File: src/rtl/cpu_pkg.sv
// Shared definitions for the fetch/control slice: opcodes, PC-source encodings,
// fetch FSM states and instruction field positions. PC_FETCH_HALT_EN adds the HALTED state.
package cpu_pkg;

    localparam logic [3:0] OP_JUMP = 4'b1011;
    localparam logic [3:0] OP_BEQ  = 4'b1100;
    localparam logic [3:0] OP_NOP  = 4'b1111;

    localparam logic [1:0] SRC_INC = 2'b00;
    localparam logic [1:0] SRC_BR  = 2'b01;
    localparam logic [1:0] SRC_JMP = 2'b10;

    localparam int CODOP_W  = 4;
    localparam int OFFSET_W = 8;

`ifdef PC_FETCH_HALT_EN
    typedef enum logic [2:0] {
        ST_FETCH,
        ST_DECODE,
        ST_WAIT_CTL,
        ST_UPDATE,
        ST_HALTED
    } fetch_state_e;
`else
    typedef enum logic [1:0] {
        ST_FETCH,
        ST_DECODE,
        ST_WAIT_CTL,
        ST_UPDATE
    } fetch_state_e;
`endif

    // MSB of the opcode field for a given instruction width.
    function automatic int codop_msb(input int instr_width);
        return instr_width - 1;
    endfunction

endpackage

File: src/rtl/pc_next_calc.sv
// Combinational next-PC selection: increment, PC-relative branch or absolute jump.
// All arithmetic wraps modulo 2^PC_WIDTH.
module pc_next_calc
    import cpu_pkg::*;
#(
    parameter int PC_WIDTH = 8,
    parameter int LOW_W    = (PC_WIDTH > OFFSET_W) ? PC_WIDTH : OFFSET_W
) (
    input  logic [PC_WIDTH-1:0] pc_i,
    input  logic [LOW_W-1:0]    instr_i,
    input  logic                esccp_i,
    input  logic                esccondcp_i,
    input  logic [1:0]          fontecp_i,
    input  logic                zero_i,
    output logic [PC_WIDTH-1:0] next_pc_o
);

    logic [PC_WIDTH-1:0] off_ext;
    logic [PC_WIDTH-1:0] pc_inc;
    logic [PC_WIDTH-1:0] pc_br;
    logic [PC_WIDTH-1:0] pc_jmp;

    // Sign-extend (or truncate, for narrow PCs) the 8-bit branch offset.
    generate
        for (genvar gi = 0; gi < PC_WIDTH; gi++) begin : g_sext
            if (gi < OFFSET_W) begin : g_low
                assign off_ext[gi] = instr_i[gi];
            end else begin : g_high
                assign off_ext[gi] = instr_i[OFFSET_W-1];
            end
        end
    endgenerate

    assign pc_inc = pc_i + PC_WIDTH'(1);
    assign pc_br  = pc_inc + off_ext;
    assign pc_jmp = instr_i[PC_WIDTH-1:0];

    always_comb begin
        next_pc_o = pc_inc;
        if (esccp_i) begin
            case (fontecp_i)
                SRC_JMP: next_pc_o = pc_jmp;
                SRC_BR:  next_pc_o = pc_br;
                default: next_pc_o = pc_inc;
            endcase
        end else if (esccondcp_i && zero_i && (fontecp_i == SRC_BR)) begin
            next_pc_o = pc_br;
        end
    end

endmodule

File: src/rtl/pc_fetch_unit.sv
// Multi-cycle PC/fetch unit: FETCH -> DECODE -> WAIT_CTL -> UPDATE, one instruction in flight.
// Define PC_FETCH_HALT_EN to make opcode 4'b1111 halt the unit and expose halted_o.
module pc_fetch_unit
    import cpu_pkg::*;
#(
    parameter int PC_WIDTH    = 8,
    parameter int INSTR_WIDTH = 16
) (
    input  logic                   clk,
    input  logic                   rst_n,
    output logic [PC_WIDTH-1:0]    imem_addr_o,
    output logic                   imem_req_o,
    input  logic                   imem_valid_i,
    input  logic [INSTR_WIDTH-1:0] imem_rdata_i,
    output logic [CODOP_W-1:0]     codop_o,
    output logic [INSTR_WIDTH-1:0] instr_o,
    output logic                   instr_valid_o,
    input  logic                   esccondcp_i,
    input  logic                   esccp_i,
    input  logic [1:0]             fontecp_i,
    input  logic                   zero_i,
    output logic [PC_WIDTH-1:0]    pc_o
`ifdef PC_FETCH_HALT_EN
    ,
    output logic                   halted_o
`endif
);

    localparam int LOW_W = (PC_WIDTH > OFFSET_W) ? PC_WIDTH : OFFSET_W;
    localparam int CODOP_MSB = codop_msb(INSTR_WIDTH);

    fetch_state_e           state_q, state_d;
    logic [PC_WIDTH-1:0]    pc_q, pc_d;
    logic [INSTR_WIDTH-1:0] instr_q, instr_d;
    logic                   req_q, req_d;
    logic [PC_WIDTH-1:0]    next_pc;

    pc_next_calc #(
        .PC_WIDTH (PC_WIDTH),
        .LOW_W    (LOW_W)
    ) u_next_calc (
        .pc_i        (pc_q),
        .instr_i     (instr_q[LOW_W-1:0]),
        .esccp_i     (esccp_i),
        .esccondcp_i (esccondcp_i),
        .fontecp_i   (fontecp_i),
        .zero_i      (zero_i),
        .next_pc_o   (next_pc)
    );

    always_ff @(posedge clk or negedge rst_n) begin
        if (!rst_n) begin
            state_q <= ST_FETCH;
            pc_q    <= '0;
            instr_q <= '0;
            req_q   <= 1'b0;
        end else begin
            state_q <= state_d;
            pc_q    <= pc_d;
            instr_q <= instr_d;
            req_q   <= req_d;
        end
    end

    always_comb begin
        state_d = state_q;
        pc_d    = pc_q;
        instr_d = instr_q;
        req_d   = req_q;
        case (state_q)
            ST_FETCH: begin
                // Data is only taken once the request is actually on the bus.
                if (req_q && imem_valid_i) begin
                    instr_d = imem_rdata_i;
                    req_d   = 1'b0;
                    state_d = ST_DECODE;
                end else begin
                    req_d = 1'b1;
                end
            end
            ST_DECODE: begin
`ifdef PC_FETCH_HALT_EN
                if (instr_q[CODOP_MSB -: CODOP_W] == OP_NOP) begin
                    state_d = ST_HALTED;
                end else begin
                    state_d = ST_WAIT_CTL;
                end
`else
                state_d = ST_WAIT_CTL;
`endif
            end
            ST_WAIT_CTL: state_d = ST_UPDATE;
            ST_UPDATE: begin
                // Raise the next request together with the PC update to keep a 4-cycle period.
                pc_d    = next_pc;
                req_d   = 1'b1;
                state_d = ST_FETCH;
            end
`ifdef PC_FETCH_HALT_EN
            ST_HALTED: begin
                req_d   = 1'b0;
                state_d = ST_HALTED;
            end
`endif
            default: state_d = ST_FETCH;
        endcase
    end

    assign imem_addr_o   = pc_q;
    assign imem_req_o    = req_q;
    assign pc_o          = pc_q;
    assign instr_o       = instr_q;
    assign codop_o       = instr_q[CODOP_MSB -: CODOP_W];
    assign instr_valid_o = (state_q == ST_DECODE) || (state_q == ST_WAIT_CTL) ||
                           (state_q == ST_UPDATE);
`ifdef PC_FETCH_HALT_EN
    assign halted_o      = (state_q == ST_HALTED);
`endif

endmodule

File: config.mk
export PLATFORM = sky130hd
export DESIGN_NAME = pc_fetch_unit
export DESIGN_NICKNAME = d
export VERILOG_FILES = /design/src/rtl/cpu_pkg.sv /design/src/rtl/pc_next_calc.sv /design/src/rtl/pc_fetch_unit.sv
export SDC_FILE = /design/constraint.sdc
export NUM_CORES = 1
export LEC_CHECK = 0
export BUFFER_PORTS_ARGS = -buffer_cell sky130_fd_sc_hd__buf_4
export CORE_AREA = 10 10 81 66
export DETAILED_ROUTE_END_ITERATION = 6
export DIE_AREA = 0 0 91 76
export PLACE_DENSITY = 0.83
export REMOVE_ABC_BUFFERS = 1
export SYNTH_ARGS = -nofsm -noshare
export SYNTH_HDL_FRONTEND = slang
export SYNTH_SLANG_ARGS = --single-unit
File: constraint.sdc
create_clock -name clk -period 4 [get_ports clk]
set_input_delay 0.8 -clock clk [delete_from_list [all_inputs] [get_ports clk]]
set_output_delay 0.8 -clock clk [all_outputs]
set_load 0.01 [all_outputs]
==> results of run 1 <==
worst max-delay path: cells and delay by family, from the launching register on:
family                   cells  cell delay, ns
XOR/XNOR                     2            0.46
AO/OA/AOI/OAI                4            0.89
flip-flops                   1            0.50
adder cells (fa/ha/maj)      2            0.62
AND/OR/NAND/NOR              2            0.21
cell families (layout without fill, tap and decap cells):
kind of cell,after synthesis,count (layout),synth area share (%)
AOI/OAI and AO/OA,46,46,16.1
xor gates and xnor gates,11,11,4.75
adders and majority gates,16,16,10.2
buffers and inverters,34,80,9.99
DFF,27,27,33.3
muxes,23,23,12.4
and+or+nand+nor,52,52,13.3
cell usage in the layout (no fill, tap or decap), types with 2 or more instances in the layout:
master / netlist / final
o211ai_1: 3 / 3
nand2_1: 12 / 12
o21ai_0: 7 / 7
o211ai_2: 2 / 2
buf_4: 13 / 61
nor3_1: 3 / 3
a21oi_1: 11 / 11
a221oi_1: 3 / 3
a21o_1: 2 / 2
ha_1: 15 / 15
mux2_2: 16 / 16
o21ai_1: 2 / 2
mux2i_1: 6 / 6
inv_1: 15 / 15
a31oi_1: 2 / 2
nand3_1: 5 / 5
nor2_1: 18 / 18
xor2_1: 4 / 4
clkbuf_8: 1 / 3
a211o_1: 3 / 3
dfrtp_1: 27 / 27
nor2b_1: 2 / 2
a22oi_1: 2 / 2
nand2b_1: 3 / 3
xnor2_1: 7 / 7
power groups by stage:
stage	clock (mW)	combinational (mW)	sequential, mW
floorplan	0	0.868	0.633
global route	0.183	1.63	0.595
global placement	0	1.43	0.563
detailed placement	0	1.46	0.571
finish	0.170	1.45	0.569
CTS	0.174	1.47	0.568
layout make-up:
| class | count | area [µm²] | share of cell area, % |
|---|---|---|---|
| repair buffers | 61 | 458 | 18.6 |
| inverters | 15 | 56.3 | 2.29 |
| flip-flops and latches | 27 | 676 | 27.5 |
| multi-input cells | 148 | 1150 | 46.8 |
| well taps | 55 | 68.8 | 2.80 |
| clock buffers | 3 | 41.3 | 1.68 |
| clock inverters | 1 | 8.76 | 0.356 |
layer usage:
layer	GRT usage (%)	vias to the layer above	wire length [µm]
li1	-	820	-
met1	17.1	772	2180
met2	19.6	72	1950
met4	1.41	0	17
met3	7.68	3	584
met5	0	-	0
flip-flops by register name (all words and copies together) (netlist names):
name / flops
imem_addr_o: 8
instr_o: 16
imem_req_o: 1
state_q: 2
through the flow:
stage               hold WS [ns]  instances  utilization (%)
floorplan                  0.504        190                -
global placement           0.490        306             62.5
detailed placement         0.495        306             62.5
CTS                        0.424        310             63.8
global route               0.420        310             63.8
finish                     0.416        310             63.8
how the worst max path moves through the flow:
stage,start,end,slack (ns),cells past startpoint
finish,imem_addr_o[0],imem_addr_o[5],1.22,10
global route,imem_addr_o[0],imem_addr_o[5],0.98,10
CTS,imem_addr_o[0],imem_addr_o[5],1.23,10
detailed placement,imem_addr_o[0],imem_addr_o[5],1.25,10
global placement,imem_addr_o[0],imem_addr_o[7],1.37,10
floorplan,imem_addr_o[0],imem_addr_o[7],1.44,10
==> results.cfg, run 1 <==
[run_status]
status = complete, no violations

[final_layout]
fin_area_um2 = 2460
nFillCells = 317
nets = 296
antenna_cells = 0
syn2layout_area_growth_pct = 21.2
drive_gt1_share_pct = 34.9

[logic_synthesis]
syn_inst = 209
syn_area_um2 = 2030
syn_avg_cell_area_um2 = 9.71
synth_warnings = 0
synth_edf_count = 0
ys_seq_area_share_pct = 33.3
async_reset_ff_share_pct = 100
ys_types = 48
ys_ff_latch = 27
yosys.cell_count.top_type = dfrtp_1
synth_common_cells = 27 x dfrtp_1, 18 x nor2_1, 16 x mux2_2
synth.top_cell.area_share_pct = 33.3
synthFlopType = dfrtp_1
synth.area.top_cells = dfrtp_1 33%, ha_1 9.2%, mux2_2 8.9%, buf_4 4.8%, nor2_1 3.3%
synth_area_leader_cell = dfrtp_1

[detailed_routing]
avgRoutedWirePerCell_um = 15.2
ant_nets = 0
dr.pass1.iters = 5
drt_iter0_markers = 117
drc = 0
via_per_inst = 5.38
wl_um = 4730
vias = 1667

[global_routing]
grt_max_degree = 28
track_usage_pct = 13.4
antenna_found_initial = 0
grt_overflow = 0
grt_pass1_vias = 1692
grt_first_pass_wirelength_um = 8000

[clocking]
h-tree-depth = 1
root_buffer = clkbuf_8
clk_pin_slew_ns = 0.10
cts_sinks = 27
post_cts_buffers = 0
clock_latency_ns = 0.28
hold_buffers = 0
cts_tree = done
cts_buffers = 3
clock_path_buffers = 2
cts_resized = 0

[floorplan]
core-area_um2 = 3850
initial_utilization_pct = 52.7
die_area_um2 = 6920
die_x_um = 91
die_h_um = 76
num_rows = 20
ios = 62

[setup_path]
critPathCaptureType = flop
cp_slowest_cell = dfrtp_1
cp_data_arrival_time_ns = 2.96
worstPathRequired_ns = 4.18
cp_common_cell = ha_1
cp_max_fo = 7
critPathKind = reg2reg
reg2reg_setup_slack_ns = 1.22
reg2reg_from = imem_addr_o[0]
critPathMaxStageDelay_ns = 0.50
rr_endpoint = imem_addr_o[5]
cp-start-kind = flop
crit_chain = ha_1, nand3_1, xnor2_1, ha_1, a21oi_1, o21ai_1, xor2_1, a221oi_1, nor3_1, a211o_1
reg2reg_depth = 10

[pwr]
power_density_nw_per_um2 = 891
p_clk_share_pct = 7.8
irDropWorstVdd_mv = 0.498
internal-power_mw = 1.21
power.switching_mw = 0.980
leakagePower_nw = 1.20
power.total_mw = 2.19
combPwrFrac_pct = 66.3
seq_power_share_pct = 26.0
switching_share_pct = 44.7

[sta]
tightest_slew_ns = 0.724
max-slew-margin-rel_pct = 51.6
finClkSkew_ns = 0.00154
period_share_pct = 69.4
rsz0062_at_grt = false
final.setup.tns_ns = 0
slew_viol_final = 0
hold_viol = 0
period_needed_ns = 2.78
setup_viol = 0
fmaxAchievable_ghz = 0.360
setup_ws_ns = 1.22

[place]
io_buffers = 61
place_hpwl_um = 3790
placed_area_um2 = 2410
gp_congestion = 0.878
dp_slack_ns = 1.25

[hold_path]
hp-class = in2async

[job]
maxCapViolCount = 0
Power figures use the tool's default switching activity.
==> inputs of run 2 (changes only) <==
Settings changed: ABC_AREA from default to 1, CORE_AREA 10 10 81 66 to 10 10 83 67, DIE_AREA 0 0 91 76 to 0 0 93 77, PLACE_DENSITY 0.83 to 0.8.
Clock period 4 ns to 2.8 ns, I/O delays scaled along.
==> run 2 against run 1 <==
- first-iteration DRC count increased by 33%
- setup slack got worse by 0.94 ns
- highest routed layer is now met3
- critical path depth increased by 6
- design area decreased by 0.51%
- final cell count increased by 14%
- core utilization decreased by 1.9 points
- die area increased by 3.5%
- global-route usage increased by 0.48 points
- count of clock-buffer cells in the layout unchanged
==> results.cfg, run 2 <==
[final_layout]
most-common-layout-cells = 61 x buf_4, 47 x nand2_1, 31 x inv_1
largest_register_ffs = 16
antenna_cells = 0
multiInputGateArea_um2 = 1080
drive_gt1_share_pct = 28.9
nets = 339
final-seq-area_um2 = 676
syn2layout_area_growth_pct = 21.1
nFillCells = 383
final_common_cell = buf_4

[sta]
hold_viol = 0
period_needed_ns = 2.51
slew_viol_final = 0
finClkSkew_ns = 0.00694
period_share_pct = 89.7
setup_ws_ns = 0.289
fmaxAchievable_ghz = 0.398
final.setup.tns_ns = 0
rsz0062_at_grt = false
max-slew-margin-rel_pct = 53.8
setup_viol = 0
tightest_slew_ns = 0.691

[pwr]
combPwrFrac_pct = 69.0
switching_share_pct = 48.3
seq_power_share_pct = 24.1
irDropWorstVdd_mv = 0.666
internal-power_mw = 1.71
power_density_nw_per_um2 = 1350
p_clk_share_pct = 6.8
leakagePower_nw = 1.27
power.switching_mw = 1.60

[detailed_routing]
vias = 1830
drc = 0
drt_iter0_markers = 156
via_per_inst = 5.18
avgRoutedWirePerCell_um = 14.0
ant_nets = 0
wl_um = 4960
dr.pass1.iters = 5

[logic_synthesis]
synth.area.top_cells = dfrtp_1 33%, ha_1 9.3%, nand2_1 8.7%, mux2_2 7.8%, inv_1 5.8%
ys_ff_latch = 27
synthFlopType = dfrtp_1
synth.top_cell.area_share_pct = 33.4
synth_edf_count = 0
synth_common_cells = 47 x nand2_1, 31 x inv_1, 27 x dfrtp_1
async_reset_ff_share_pct = 100
syn_inst = 252
synth_area_leader_cell = dfrtp_1
syn_avg_cell_area_um2 = 8.02
synth_warnings = 0
ys_seq_area_share_pct = 33.4
syn_area_um2 = 2020
ys_types = 25
yosys.cell_count.top_type = nand2_1

[floorplan]
ios = 62
num_rows = 20
core-area_um2 = 3950
die_area_um2 = 7160
die_x_um = 93
initial_utilization_pct = 51.1
die_h_um = 77

[global_routing]
antenna_found_initial = 0
grt_overflow = 0
grt_first_pass_wirelength_um = 8540
grt_max_degree = 28
track_usage_pct = 13.8
grt_pass1_vias = 1827

[setup_path]
worstPathRequired_ns = 2.97
cp-start-kind = flop
cp_max_fo = 7
cp_num_buf_inv = 1
cp_slowest_cell = dfrtp_1
critPathCaptureType = flop
crit_chain = ha_1, nand2_2, nor2_2, nand2_1, xnor2_2, ha_1, nand2_1, inv_1, nand2_1, nand2_1, a21oi_1, nand3_1, nand3_1, nand2_1, nand2_1, a21oi_1
cp_data_arrival_time_ns = 2.68
critPathMaxStageDelay_ns = 0.46
cp_common_cell = nand2_1
cpLargestDelayFamily = simple AND/OR/NAND/NOR gates
critPathKind = reg2reg

[clocking]
cts_buffers = 3
h-tree-depth = 1
root_buffer = clkbuf_8
clock_latency_ns = 0.28
hold_buffers = 0
post_cts_buffers = 0
cts_resized = 0
cts_tree = done
clock_path_buffers = 2
cts_sinks = 27
clk_pin_slew_ns = 0.10

[place]
place_hpwl_um = 4040
gp_congestion = 0.893
dp_slack_ns = 0.337
io_buffers = 61

[hold_path]
hp-class = in2async

[job]
maxCapViolCount = 0

[run_status]
status = complete, no violations
==> run 2: cell count changes after synthesis, sizes merged, moves of 4 or more <==
cell,previous run,this run
xnor2,7,3
nand3,7,18
nand2,12,49
inv,15,32
o21ai,9,17
nor3,4,0
a21oi,12,21
mux2i,6,0
==> run 2: final timing paths <==
path                                  start              to  slack [ns]  cells after the start
max                          imem_addr_o[0]  imem_addr_o[7]        0.29                     16
min                                   rst_n  imem_addr_o[5]        0.18                      1
max reg2reg                  imem_addr_o[0]  imem_addr_o[7]        0.29                     16
min reg2reg                      instr_o[8]      instr_o[8]        0.52                      1
max in group asynchronous             rst_n      instr_o[0]        2.36                      1
min in group clk           imem_rdata_i[10]     instr_o[10]        0.51                      2
==> run 2: metrics by stage <==
stage	util, %	hold slack (ns)	instances	power (mW)	instance area (µm²)
6_report	61.9	0.182	353	3.31	2450
5_1_grt	61.9	0.195	353	3.67	2450
4_1_cts	61.9	0.195	353	3.32	2450
3_5_place_dp	60.7	0.497	349	3.07	2400
3_3_place_gp	60.7	0.489	349	3.02	2400
2_1_floorplan	-	0.264	233	2.26	1870
==> run 2: cell families (layout without fill, tap and decap cells) <==
kind of cell,after synthesis,after routing,share of synthesized area (%)
compound gates,52,52,14.4
xor+xnor,7,7,3.41
flops,27,27,33.4
buf+inv,51,97,13.2
simple gates,85,85,17.5
fa+ha+maj,16,16,10.3
mux,14,14,7.80
==> run 2: power groups by stage <==
stage          logic, mW  clock network [mW]  registers (mW)
6_report            2.28               0.226           0.799
5_1_grt             2.58               0.250           0.838
4_1_cts             2.29               0.232           0.800
3_5_place_dp        2.27                   0           0.804
3_3_place_gp        2.22                   0           0.794
2_1_floorplan       1.35                   0           0.903
==> run 2: area by class of cell <==
type                       count  share of cell area [%]
multi-input combinational    174                    44.1
sequential                    27                    27.6
timing repair buffer          61                    18.7
inverter                      32                    4.91
tap                           55                    2.81
clock buffer                   3                    1.69
clock inverter                 1                   0.204
==> run 2: per-layer routing <==
layer	GRT usage (%)	part of all wire [%]	up-vias	routed length, µm
met3	6.81	12	0	574
met4	1.23	0	0	0
met5	0	0	-	0
li1	-	-	913	-
met1	18.8	47	830	2320
met2	19.9	42	87	2070
